--- src/rtl/tank_shell_if.sv ---
`default_nettype none
// ============================================================================
// Module   : tank_shell_if
// Desc     : Bundle between tank controller, terrain lookup and shell engine.
//            Optional macro TANK_SHELL_WIND_EN adds the signed wind input.
// Revision : 1.0 - initial release
// ============================================================================
interface tank_shell_if;
    logic       shoot;
    logic [9:0] TankX;
    logic [9:0] TankY;
    logic [1:0] Direction;
    logic [9:0] y_component;
    logic [9:0] TargetX;
    logic [9:0] TargetY;
    logic [9:0] terrain_x;
    logic [9:0] terrain_y;
    logic [9:0] ShellX;
    logic [9:0] ShellY;
    logic       shell_active;
    logic       explode_active;
    logic [3:0] ExplodeR;
    logic       hit;
    logic       miss;
    logic       busy;
`ifdef TANK_SHELL_WIND_EN
    logic signed [2:0] wind;
`endif

    modport master (
        output shoot, TankX, TankY, Direction, y_component, TargetX, TargetY, terrain_y,
        input  terrain_x, ShellX, ShellY, shell_active, explode_active, ExplodeR,
               hit, miss, busy
`ifdef TANK_SHELL_WIND_EN
        , output wind
`endif
    );

    modport slave (
        input  shoot, TankX, TankY, Direction, y_component, TargetX, TargetY, terrain_y,
        output terrain_x, ShellX, ShellY, shell_active, explode_active, ExplodeR,
               hit, miss, busy
`ifdef TANK_SHELL_WIND_EN
        , input wind
`endif
    );
endinterface
`default_nettype wire

--- src/rtl/tank_shell.sv ---
`default_nettype none
// ============================================================================
// Module   : tank_shell
// Desc     : Per-frame ballistic shell engine: flight, hit/terrain/exit
//            detection and explosion phase. Macro TANK_SHELL_WIND_EN adds wind.
// Revision : 1.0 - initial release
// ============================================================================
module tank_shell #(
    parameter int VX_SPEED       = 2,
    parameter int AIM_SHIFT      = 1,
    parameter int VY_MAX         = 15,
    parameter int GRAV_DIV       = 4,
    parameter int LAUNCH_OFS     = 6,
    parameter int HIT_R          = 4,
    parameter int EXPLODE_R_MAX  = 8,
    parameter int EXPLODE_FRAMES = 16
) (
    input  wire logic   frame_clk,
    input  wire logic   Reset_n,
    tank_shell_if.slave shell_if
);

    localparam int GW = (GRAV_DIV > 1) ? $clog2(GRAV_DIV) : 1;
    localparam int EW = (EXPLODE_FRAMES > 1) ? $clog2(EXPLODE_FRAMES) : 1;

    localparam logic [GW-1:0]      C_GRAV_LAST = GW'(GRAV_DIV - 1);
    localparam logic [EW-1:0]      C_EXP_LAST  = EW'(EXPLODE_FRAMES - 1);
    localparam logic signed [11:0] C_VMAX      = 12'(VY_MAX);
    localparam logic signed [11:0] C_HIT_R     = 12'(HIT_R);
    localparam logic signed [11:0] C_XMAX      = 12'sd639;
    localparam logic signed [11:0] C_YMAX      = 12'sd479;
    localparam logic [3:0]         C_RMAX      = 4'(EXPLODE_R_MAX);
    localparam logic [10:0]        C_LAUNCH    = 11'(LAUNCH_OFS);
    localparam logic signed [5:0]  C_VX        = 6'(VX_SPEED);

    typedef enum logic [1:0] {
        S_IDLE    = 2'd0,
        S_FLIGHT  = 2'd1,
        S_EXPLODE = 2'd2
    } state_t;

    state_t            state_q, state_d;
    logic signed [10:0] x_q, x_d, y_q, y_d;
    logic signed [5:0]  vx_q, vx_d, vy_q, vy_d;
    logic [GW-1:0]      grav_q, grav_d;
    logic [EW-1:0]      exp_q, exp_d;
    logic [3:0]         rad_q, rad_d;
    logic               hit_q, hit_d, miss_q, miss_d;
`ifdef TANK_SHELL_WIND_EN
    logic [2:0]         wcnt_q, wcnt_d;
`endif

    function automatic logic signed [5:0] sat_v(input logic signed [11:0] v);
        logic signed [5:0] r;
        if (v > C_VMAX)       r = C_VMAX[5:0];
        else if (v < -C_VMAX) r = 6'(-C_VMAX);
        else                  r = v[5:0];
        return r;
    endfunction

    logic signed [11:0] w_nx, w_ny, w_dx, w_dy, w_ter, w_vy0;
    logic signed [9:0]  w_aim;
    logic [10:0]        w_y0;
    logic               w_hit, w_ground, w_off;

    // Next position always uses the velocity held before this edge's update.
    assign w_nx  = {x_q[10], x_q} + {{6{vx_q[5]}}, vx_q};
    assign w_ny  = {y_q[10], y_q} + {{6{vy_q[5]}}, vy_q};
    assign w_dx  = w_nx - {2'b00, shell_if.TargetX};
    assign w_dy  = w_ny - {2'b00, shell_if.TargetY};
    assign w_ter = {2'b00, shell_if.terrain_y};

    assign w_aim = $signed(shell_if.y_component) >>> AIM_SHIFT;
    assign w_vy0 = -{{2{w_aim[9]}}, w_aim};
    assign w_y0  = {1'b0, shell_if.TankY} - C_LAUNCH;

    assign w_hit    = (w_dx >= -C_HIT_R) && (w_dx <= C_HIT_R) &&
                      (w_dy >= -C_HIT_R) && (w_dy <= C_HIT_R);
    assign w_ground = !w_ny[11] && (w_ny >= w_ter);
    assign w_off    = w_nx[11] || (w_nx > C_XMAX) || (w_ny > C_YMAX);

    always_ff @(posedge frame_clk or negedge Reset_n) begin
        if (!Reset_n) begin
            state_q <= S_IDLE;
            x_q     <= '0;
            y_q     <= '0;
            vx_q    <= '0;
            vy_q    <= '0;
            grav_q  <= '0;
            exp_q   <= '0;
            rad_q   <= '0;
            hit_q   <= 1'b0;
            miss_q  <= 1'b0;
`ifdef TANK_SHELL_WIND_EN
            wcnt_q  <= '0;
`endif
        end else begin
            state_q <= state_d;
            x_q     <= x_d;
            y_q     <= y_d;
            vx_q    <= vx_d;
            vy_q    <= vy_d;
            grav_q  <= grav_d;
            exp_q   <= exp_d;
            rad_q   <= rad_d;
            hit_q   <= hit_d;
            miss_q  <= miss_d;
`ifdef TANK_SHELL_WIND_EN
            wcnt_q  <= wcnt_d;
`endif
        end
    end

    always_comb begin
        state_d = state_q;
        x_d     = x_q;
        y_d     = y_q;
        vx_d    = vx_q;
        vy_d    = vy_q;
        grav_d  = grav_q;
        exp_d   = exp_q;
        rad_d   = rad_q;
        hit_d   = 1'b0;
        miss_d  = 1'b0;
`ifdef TANK_SHELL_WIND_EN
        wcnt_d  = wcnt_q;
`endif
        unique case (state_q)
            S_IDLE: begin
                if (shell_if.shoot) begin
                    state_d = S_FLIGHT;
                    x_d     = {1'b0, shell_if.TankX};
                    y_d     = w_y0;
                    vx_d    = (shell_if.Direction == 2'd0) ? -C_VX : C_VX;
                    vy_d    = sat_v(w_vy0);
                    grav_d  = '0;
`ifdef TANK_SHELL_WIND_EN
                    wcnt_d  = '0;
`endif
                end
            end
            S_FLIGHT: begin
                if (grav_q == C_GRAV_LAST) begin
                    grav_d = '0;
                    vy_d   = sat_v({{6{vy_q[5]}}, vy_q} + 12'sd1);
                end else begin
                    grav_d = grav_q + 1'b1;
                end
`ifdef TANK_SHELL_WIND_EN
                wcnt_d = wcnt_q + 3'd1;
                if (wcnt_q == 3'd7)
                    vx_d = sat_v({{6{vx_q[5]}}, vx_q} + {{9{shell_if.wind[2]}}, shell_if.wind});
`endif
                // Target hit outranks terrain, terrain outranks leaving the screen.
                if (w_hit) begin
                    state_d = S_EXPLODE;
                    x_d     = w_nx[10:0];
                    y_d     = w_ny[10:0];
                    hit_d   = 1'b1;
                    exp_d   = '0;
                    rad_d   = 4'd1;
                end else if (w_ground) begin
                    state_d = S_EXPLODE;
                    x_d     = w_nx[10:0];
                    y_d     = w_ter[10:0];
                    exp_d   = '0;
                    rad_d   = 4'd1;
                end else if (w_off) begin
                    state_d = S_IDLE;
                    miss_d  = 1'b1;
                end else begin
                    x_d = w_nx[10:0];
                    y_d = w_ny[10:0];
                end
            end
            S_EXPLODE: begin
                if (exp_q == C_EXP_LAST) begin
                    state_d = S_IDLE;
                    exp_d   = '0;
                    rad_d   = '0;
                end else begin
                    exp_d = exp_q + 1'b1;
                    if (rad_q < C_RMAX)
                        rad_d = rad_q + 1'b1;
                end
            end
            default: state_d = S_IDLE;
        endcase
    end

    assign shell_if.terrain_x      = w_nx[9:0];
    assign shell_if.ShellX         = x_q[9:0];
    assign shell_if.ShellY         = y_q[10] ? 10'd0 : y_q[9:0];
    assign shell_if.shell_active   = (state_q == S_FLIGHT) && !y_q[10];
    assign shell_if.explode_active = (state_q == S_EXPLODE);
    assign shell_if.ExplodeR       = rad_q;
    assign shell_if.hit            = hit_q;
    assign shell_if.miss           = miss_q;
    assign shell_if.busy           = (state_q != S_IDLE);

endmodule
`default_nettype wire

--- src/flat_wrapper.sv ---
// flat-port wrapper written by rule: the top's interface ports become plain ports
module tank_shell_flat 
#(
    parameter int VX_SPEED       = 2,
    parameter int AIM_SHIFT      = 1,
    parameter int VY_MAX         = 15,
    parameter int GRAV_DIV       = 4,
    parameter int LAUNCH_OFS     = 6,
    parameter int HIT_R          = 4,
    parameter int EXPLODE_R_MAX  = 8,
    parameter int EXPLODE_FRAMES = 16
)
  (frame_clk, Reset_n, shell_if_shoot, shell_if_TankX, shell_if_TankY, shell_if_Direction, shell_if_y_component, shell_if_TargetX, shell_if_TargetY, shell_if_terrain_y, shell_if_terrain_x, shell_if_ShellX, shell_if_ShellY, shell_if_shell_active, shell_if_explode_active, shell_if_ExplodeR, shell_if_hit, shell_if_miss, shell_if_busy);
  tank_shell_if shell_if_i ();
  input  wire logic frame_clk;
  input  wire logic Reset_n;
  input wire logic [$bits(shell_if_i.shoot)-1:0] shell_if_shoot;
  input wire logic [$bits(shell_if_i.TankX)-1:0] shell_if_TankX;
  input wire logic [$bits(shell_if_i.TankY)-1:0] shell_if_TankY;
  input wire logic [$bits(shell_if_i.Direction)-1:0] shell_if_Direction;
  input wire logic [$bits(shell_if_i.y_component)-1:0] shell_if_y_component;
  input wire logic [$bits(shell_if_i.TargetX)-1:0] shell_if_TargetX;
  input wire logic [$bits(shell_if_i.TargetY)-1:0] shell_if_TargetY;
  input wire logic [$bits(shell_if_i.terrain_y)-1:0] shell_if_terrain_y;
  output wire logic [$bits(shell_if_i.terrain_x)-1:0] shell_if_terrain_x;
  output wire logic [$bits(shell_if_i.ShellX)-1:0] shell_if_ShellX;
  output wire logic [$bits(shell_if_i.ShellY)-1:0] shell_if_ShellY;
  output wire logic [$bits(shell_if_i.shell_active)-1:0] shell_if_shell_active;
  output wire logic [$bits(shell_if_i.explode_active)-1:0] shell_if_explode_active;
  output wire logic [$bits(shell_if_i.ExplodeR)-1:0] shell_if_ExplodeR;
  output wire logic [$bits(shell_if_i.hit)-1:0] shell_if_hit;
  output wire logic [$bits(shell_if_i.miss)-1:0] shell_if_miss;
  output wire logic [$bits(shell_if_i.busy)-1:0] shell_if_busy;
  assign shell_if_i.shoot = shell_if_shoot;
  assign shell_if_i.TankX = shell_if_TankX;
  assign shell_if_i.TankY = shell_if_TankY;
  assign shell_if_i.Direction = shell_if_Direction;
  assign shell_if_i.y_component = shell_if_y_component;
  assign shell_if_i.TargetX = shell_if_TargetX;
  assign shell_if_i.TargetY = shell_if_TargetY;
  assign shell_if_i.terrain_y = shell_if_terrain_y;
  assign shell_if_terrain_x = shell_if_i.terrain_x;
  assign shell_if_ShellX = shell_if_i.ShellX;
  assign shell_if_ShellY = shell_if_i.ShellY;
  assign shell_if_shell_active = shell_if_i.shell_active;
  assign shell_if_explode_active = shell_if_i.explode_active;
  assign shell_if_ExplodeR = shell_if_i.ExplodeR;
  assign shell_if_hit = shell_if_i.hit;
  assign shell_if_miss = shell_if_i.miss;
  assign shell_if_busy = shell_if_i.busy;
  tank_shell #(.VX_SPEED(VX_SPEED), .AIM_SHIFT(AIM_SHIFT), .VY_MAX(VY_MAX), .GRAV_DIV(GRAV_DIV), .LAUNCH_OFS(LAUNCH_OFS), .HIT_R(HIT_R), .EXPLODE_R_MAX(EXPLODE_R_MAX), .EXPLODE_FRAMES(EXPLODE_FRAMES)) u_core (.frame_clk(frame_clk), .Reset_n(Reset_n), .shell_if(shell_if_i));
endmodule
--- config.mk ---
export PLATFORM = sky130hd
export DESIGN_NAME = tank_shell_flat
export DESIGN_NICKNAME = d
export VERILOG_FILES = /design/src/rtl/tank_shell_if.sv /design/src/rtl/tank_shell.sv /design/src/flat_wrapper.sv
export SDC_FILE = /design/constraint.sdc
export NUM_CORES = 1
export LEC_CHECK = 0
export CELL_PAD_IN_SITES_DETAIL_PLACEMENT = 1
export CELL_PAD_IN_SITES_GLOBAL_PLACEMENT = 1
export CORE_MARGIN = 5
export CORE_UTILIZATION = 45
export CTS_CLUSTER_DIAMETER = 100
export CTS_CLUSTER_SIZE = 12
export DETAILED_ROUTE_END_ITERATION = 12
export DONT_BUFFER_PORTS = 1
export PLACE_DENSITY = 0.79
export SLEW_MARGIN = 25
export SYNTH_ARGS = -nofsm -noshare
export SYNTH_HDL_FRONTEND = slang
export SYNTH_SLANG_ARGS = --single-unit
--- constraint.sdc ---
create_clock -name frame_clk -period 6.5 [get_ports frame_clk]
set_clock_uncertainty 0.2 [all_clocks]
set_input_delay 1.3 -clock frame_clk [delete_from_list [all_inputs] [get_ports frame_clk]]
set_output_delay 1.3 -clock frame_clk [all_outputs]
set_load 0.01 [all_outputs]
Yosys cells after proc, flatten, opt, wreduce, memory -nomap -nowiden:

Index checks and enable logic that the tools add are counted.

* flip-flop bits (word level): 48
* bits in latches: 0
* bits in writable memories: 0
* ROM bits: 0
* input port bits: 65
* output and inout bits: 39
* logic and storage cells: 107
* memories kept: 0

* $add $sub $neg: 10
* multipliers: 0
* divide/modulo/power cells: 0
* magnitude comparators: 12
* equality and inequality tests: 11
* shift operators: 0
* mux-type cells: 43
* bitwise operators: 0
* reduce and logical (&&, ||, !) cells: 21

Operator list (count)
* two-way mux 11 bit: 8
* case mux 11 bit (2 select lines): 2
* two-way mux 6 bit: 7
* two-way mux 4 bit: 7
* adder 11 x 6 -> 12 bit: 2
* >= comparator 12 x 3 -> 1 bit, second input constant: 2
* greater-than comparator 12 x 5 -> 1 bit, second input constant: 2
* less-or-equal comparator 12 x 4 -> 1 bit, second input constant: 2
* < comparator 12 x 5 -> 1 bit, second input constant: 2
* subtractor 12 x 10 -> 12 bit: 2
* case mux 4 bit (2 select lines): 2
* two-way mux 2 bit: 7
* >= comparator 12 x 11 -> 1 bit: 1
* greater-than comparator 12 x 10 -> 1 bit, second input constant: 1
* greater-than comparator 12 x 11 -> 1 bit, second input constant: 1
* negation 12 bit: 1
* case mux 6 bit (2 select lines): 1
* AND reduction 3 bit: 4
* subtractor 10 x 3 -> 11 bit, second input constant: 1
* two-way mux 10 bit: 1
* adder 4 x 1 -> 4 bit, second input constant: 2
* adder 6 x 2 -> 7 bit, second input constant: 1
* two-way mux 1 bit: 6
* != test 3 x 1 -> 1 bit, second input constant: 2
* 17 further kinds: 30

Logic depth before layout (Yosys ltp):

* depth after elaboration: 8
* depth in mapped cells: 21
* depth with buffers taken out: 20

Worst setup path after synthesis:

No wires, ideal clock.

* path type: reg-to-reg
* start: register u_core.vy_q[0]
* end: register u_core.rad_q[2] (netlist: u_core.shell_if.ExplodeR[2])
* setup time: 121 ps
* arrival: 4608 ps
* required time: 6179 ps
* setup slack: 1571 ps
* stages on the path, launching flop included: 20
* path buffers: 1
* period minus slack after synthesis: 4929 ps
* cell sequence: dfrtp_1 -> ha_1 -> fa_1 -> a211oi_1 -> o21bai_1 -> a21oi_1 -> xnor2_1 -> ha_1 -> a21o_1 -> nor3_1 -> a21oi_1 -> and4_1 -> a2111oi_4 -> xnor2_1 -> or4_4 -> a22oi_4 -> o31ai_1 -> buf_6 -> o21bai_1 -> a22o_1

* cells in the longest elaborated chain, start to end: 7
* elaborated cells on any way between the ends: 13
* classes of those cells: add/sub: 2; order compare: 3; eq/ne: 1; mux: 2; reduce/logical: 5

RTL lines
* start: declaration: line tank_shell.sv:44 `logic signed [5:0] vx_q, vx_d, vy_q, vy_d;`
* start signal: assignment: line tank_shell.sv:102 `vy_q <= vy_d;`
* adder 11 x 6 -> 12 bit (*): line tank_shell.sv:68 `assign w_ny = {y_q[10], y_q} + {{6{vy_q[5]}}, vy_q};`
* subtractor 12 x 10 -> 12 bit: line tank_shell.sv:70 `assign w_dy = w_ny - {2'b00, shell_if.TargetY};`
* >= comparator 12 x 3 -> 1 bit: line tank_shell.sv:78 `(w_dy >= -C_HIT_R) && (w_dy <= C_HIT_R);`
* logical AND 1 bit: line tank_shell.sv:77 `assign w_hit = (w_dx >= -C_HIT_R) && (w_dx <= C_HIT_R) &&`
* logical AND 1 bit: line tank_shell.sv:78
* != test 3 x 1 -> 1 bit (no line) / two-way mux 4 bit (equally long branches)
* AND reduction 3 bit (no line) / case mux 4 bit (2 select lines) (equally long branches)
* end signal: assignment: line tank_shell.sv:105 `rad_q <= rad_d;`
* end: declaration: line tank_shell.sv:47 `logic [3:0] rad_q, rad_d;`

Mark *: on every way between the ends. The rest lies on a longest branch, timed or not.
A chain may end at the register's enable or synchronous reset.

Worst setup path after layout:

* start: register u_core.vy_q[0]
* end: register u_core.y_q[1]

* cells in the longest elaborated chain, start to end: 7
* elaborated cells on any way between the ends: 17
* classes of those cells: add/sub: 2; order compare: 4; eq/ne: 1; mux: 4; reduce/logical: 6

RTL lines
* adder 11 x 6 -> 12 bit (*): line tank_shell.sv:68
* subtractor 12 x 10 -> 12 bit: line tank_shell.sv:70
* >= comparator 12 x 3 -> 1 bit: line tank_shell.sv:78
* logical AND 1 bit: line tank_shell.sv:77
* logical AND 1 bit: line tank_shell.sv:78
* != test 4 x 2 -> 1 bit (no line) / two-way mux 11 bit (equally long branches)
* AND reduction 3 bit (no line) / case mux 11 bit (2 select lines) (equally long branches)
* end signal: assignment: line tank_shell.sv:100 `y_q <= y_d;`
* end: declaration: line tank_shell.sv:43 `logic signed [10:0] x_q, x_d, y_q, y_d;`

Mark *: on every way between the ends. The rest lies on a longest branch, timed or not. The select of a mux whose other input is x is not followed.

==> impl_results.md <==
- Outcome: completed
- Post-synth EDFFs: 0
- Most frequent cells in the layout: 63 x sky130_fd_sc_hd__ha_1, 50 x sky130_fd_sc_hd__inv_1, 50 x sky130_fd_sc_hd__nand2_1
- Worst setup path class: flip-flop to flip-flop
- Reg-to-reg setup timing slack: ~0.48 ns
- FP Rows: 39
- Summed negative setup slack over all endpoints: 0 ns
- Post-synthesis cell type with the largest combined area: sky130_fd_sc_hd__dfrtp_1
- RSZ-0062 raised after global routing: no
- Ordered list of cells on the worst path: ha_1 -> fa_1 -> a211oi_1 -> o21bai_1 -> a21oi_1 -> xnor2_1 -> ha_1 -> a21o_1 -> nor3_1 -> a21oi_1 -> and4_1 -> a2111oi_4 -> xnor2_1 -> or4_4 -> a22oi_4 -> o21bai_2 -> or2_0 -> o21ai_1
- Buffering stage count on the worst path with inverters included: 0
- Via count of the first global-routing pass: 4999
- CTS tree: built
- Number of hold violations in the final report: 0
- Total nets after synthesis: 761
- Horizontal die dimension: 117 um
- GRT Util Overall: 0.221
- Remaining design rule violation count: 0
- Top_reg_cell synth: sky130_fd_sc_hd__dfrtp_1
- Largest net degree at the start of global routing: between 40 and 50
- Slew at the pin closest to its max-slew limit: between 0.7 and 0.8 ns
- Maximum clock rate: roughly 170 MHz
- Diode insertion count for antenna repair: 0
- End of the worst hold path: u_core.exp_q[3]$_DFFE_PN0P_
- CTS Buf Count: 5
- Post-layout min period: between 6 and 7 ns
- Clock Tree Buf Depth: 2
- Area of the die: about 14000 um2
- Via count normalized by instance count: a little over 6
- First-pass GRT wire length: 24300 um
- Final RePlAce weighted congestion: 0.874
- Root cell of the clock tree: sky130_fd_sc_hd__clkbuf_16
- Clock insertion delay at the later pin of the skew report: around 0.3 ns
- Number of antenna violations at the first check in global routing: 0
- Post-cts sizing count: 0
- Total length of routed wires: 14900 um
- Critical path data required time: 6.51 ns
- Port Buffer Count: 0
- Synth warn: 0
- Initial DRC Count: 204
- Worst slew slack as a fraction of its limit: 0.479
- Hold-fix buffers at CTS: 0
- Leading cell type in the layout, fill and taps excluded: sky130_fd_sc_hd__ha_1
- Clock-pin slew on the worst setup and hold paths: approximately 0.070 ns
- Via count: approximately 4600
- Number of cells produced by synthesis: about 630
- Initial core utilization: 0.456
- Endpoint kind of the worst setup timing path: flip-flop
- Share of Yosys cell area claimed by the top area cell type: 0.213
- Data arrival time of the worst path: a little over 6 ns
- CP Depth: 18
- Hold wc startpoint: u_core.exp_q[3]$_DFFE_PN0P_
- WL per Instance: 19.6 um
- Layout-stage area growth over the synthesis result: 4.61%
- Fraction of registers with async set or reset after synthesis: 1.00
- Slowest library cell on the worst path: sky130_fd_sc_hd__or4_4
- Die boundary height: between 100 and 150 um
- Type of the worst min-delay path: flip-flop to flip-flop
- Reg2Reg Launch Point: u_core.vy_q[0]$_DFFE_PN0P_
- Max Slew Vio Count: 0
- Worst Reg2Reg Path Length in Cells: 18
- H-Tree Depth: 2
- Number of cells traversed by the worst hold path: 1
- Setup crit start kind: flip-flop
- Fraction of the cycle the final worst path needs: 0.926
- Count of nets after finishing: 747
- Post-CTS setup buffers: 0
- Fraction of the yosys area taken by sequential cells: 0.213
- Final global-route overflow total: 0
- Highest net fanout along the worst path: 20
- Clk sinks: 44
- Number of violations of the max-capacitance limit: 0
- Kind of cell adding the most delay to the critical path: compound AO/OA/AOI/OAI gates
- Fraction of layout cells with a size suffix above 1: 0.0471
- Detail Placement HPWL: 12000 um
- Post-route antenna net violation count: 0
- Per-instance average area after synthesis: 8.20 um2
- Stage delay of the slowest cell on the critical path: 0.55 ns
- Total of endpoints with negative setup slack in the final report: 0
- IO Count: around 100
- Register bit total from synthesis: 44
- Endpoint of the most critical register-to-register path: u_core.y_q[1]$_DFFE_PN0P_
- Library cells used by synthesis: 70
- Placeable Area: ~11000 um2
- Post-synthesis instance area: about 5200 um2
- Top area cells in the synthesized netlist: sky130_fd_sc_hd__dfrtp_1 21%, sky130_fd_sc_hd__ha_1 15%, sky130_fd_sc_hd__xnor2_1 5.1%, sky130_fd_sc_hd__a21oi_1 4.3%, sky130_fd_sc_hd__o21ai_0 4.0%
- Number of detailed-route iterations in the first pass: 4
## cells by family (layout without fill, tap and decap cells)
kind of cell / after synthesis / after routing / share of synthesized area
and+or+nand+nor: 186 / 186 / 0.183
AOI/OAI and AO/OA: 192 / 192 / 0.253
DFF: 44 / 44 / 0.213
xor gates and xnor gates: 44 / 44 / 0.0747
adders and majority gates: 67 / 67 / 0.168
buffers and inverters: 74 / 61 / 0.0640
muxes: 22 / 22 / 0.0434
## cell usage after synthesis, types with 12 or more instances
| master | count |
|---|---|
| sky130_fd_sc_hd__ha_1 | 63 |
| sky130_fd_sc_hd__inv_1 | 50 |
| sky130_fd_sc_hd__nand2_1 | 50 |
| sky130_fd_sc_hd__a21oi_1 | 44 |
| sky130_fd_sc_hd__dfrtp_1 | 44 |
| sky130_fd_sc_hd__o21ai_0 | 41 |
| sky130_fd_sc_hd__nor2_1 | 34 |
| sky130_fd_sc_hd__xnor2_1 | 30 |
| sky130_fd_sc_hd__mux2i_1 | 19 |
| sky130_fd_sc_hd__a21o_1 | 16 |
| sky130_fd_sc_hd__nand3_1 | 16 |
| sky130_fd_sc_hd__nor2b_1 | 16 |
| sky130_fd_sc_hd__nor3_1 | 15 |
| sky130_fd_sc_hd__xor2_1 | 14 |
| sky130_fd_sc_hd__nand2b_1 | 12 |
## layer usage
| metal | global-route usage | share of wire | vias up |
|---|---|---|---|
| met2 | 0.409 | 0.50 | 76 |
| met3 | 0.0432 | 0.053 | 15 |
| li1 | - | - | 2242 |
| met5 | 0 | 0 | - |
| met1 | 0.264 | 0.43 | 2266 |
| met4 | 0.0489 | 0.015 | 0 |
## stage by stage
stage	area [um2]	util	cells	hold WS (ns)	setup slack (ns)
after detailed placement	5220	0.461	751	0.276	0.620
final	5400	0.477	759	0.284	0.479
after global routing	5400	0.477	759	0.318	0.195
after CTS	5400	0.477	759	0.284	0.538
after floorplan	5160	-	629	0.244	1.57
after global placement	5220	0.461	751	0.263	0.807
## how the worst max path moves through the flow
| stage | startpoint | end | slack (ns) |
|---|---|---|---|
| floorplan | u_core.vy_q[0]$_DFFE_PN0P_ | u_core.shell_if.ExplodeR[2]$_DFFE_PN0P_ | 1.57 |
| global placement | u_core.vy_q[0]$_DFFE_PN0P_ | u_core.y_q[1]$_DFFE_PN0P_ | 0.81 |
| detailed placement | u_core.vy_q[0]$_DFFE_PN0P_ | u_core.y_q[1]$_DFFE_PN0P_ | 0.62 |
| CTS | u_core.vy_q[0]$_DFFE_PN0P_ | u_core.y_q[1]$_DFFE_PN0P_ | 0.54 |
| global route | u_core.vx_q[4]$_DFFE_PN0P_ | u_core.y_q[1]$_DFFE_PN0P_ | 0.19 |
| finish | u_core.vy_q[0]$_DFFE_PN0P_ | u_core.y_q[1]$_DFFE_PN0P_ | 0.48 |
## registers in the layout, summed over array words and instances, names as in the netlist
signal,count
u_core.shell_if.miss,1
u_core.shell_if.ExplodeR,4
u_core.vy_q,6
u_core.state_q,2
u_core.y_q,11
u_core.grav_q,2
u_core.exp_q,4
u_core.vx_q,2
u_core.x_q,11
u_core.shell_if.hit,1
## layout make-up
cell class                 count  area (um2)
timing repair buffer           3        22.5
sequential                    44        1100
multi-input combinational    511        3730
inverter                      50         188
fill                        1383        5930
clock inverter                 3        46.3
tap                          143         179
clock buffer                   5         125
Power is left out: the tool's default activity adds up to more than one toggle a clock period on the data nets, which glitch-free logic cannot reach.
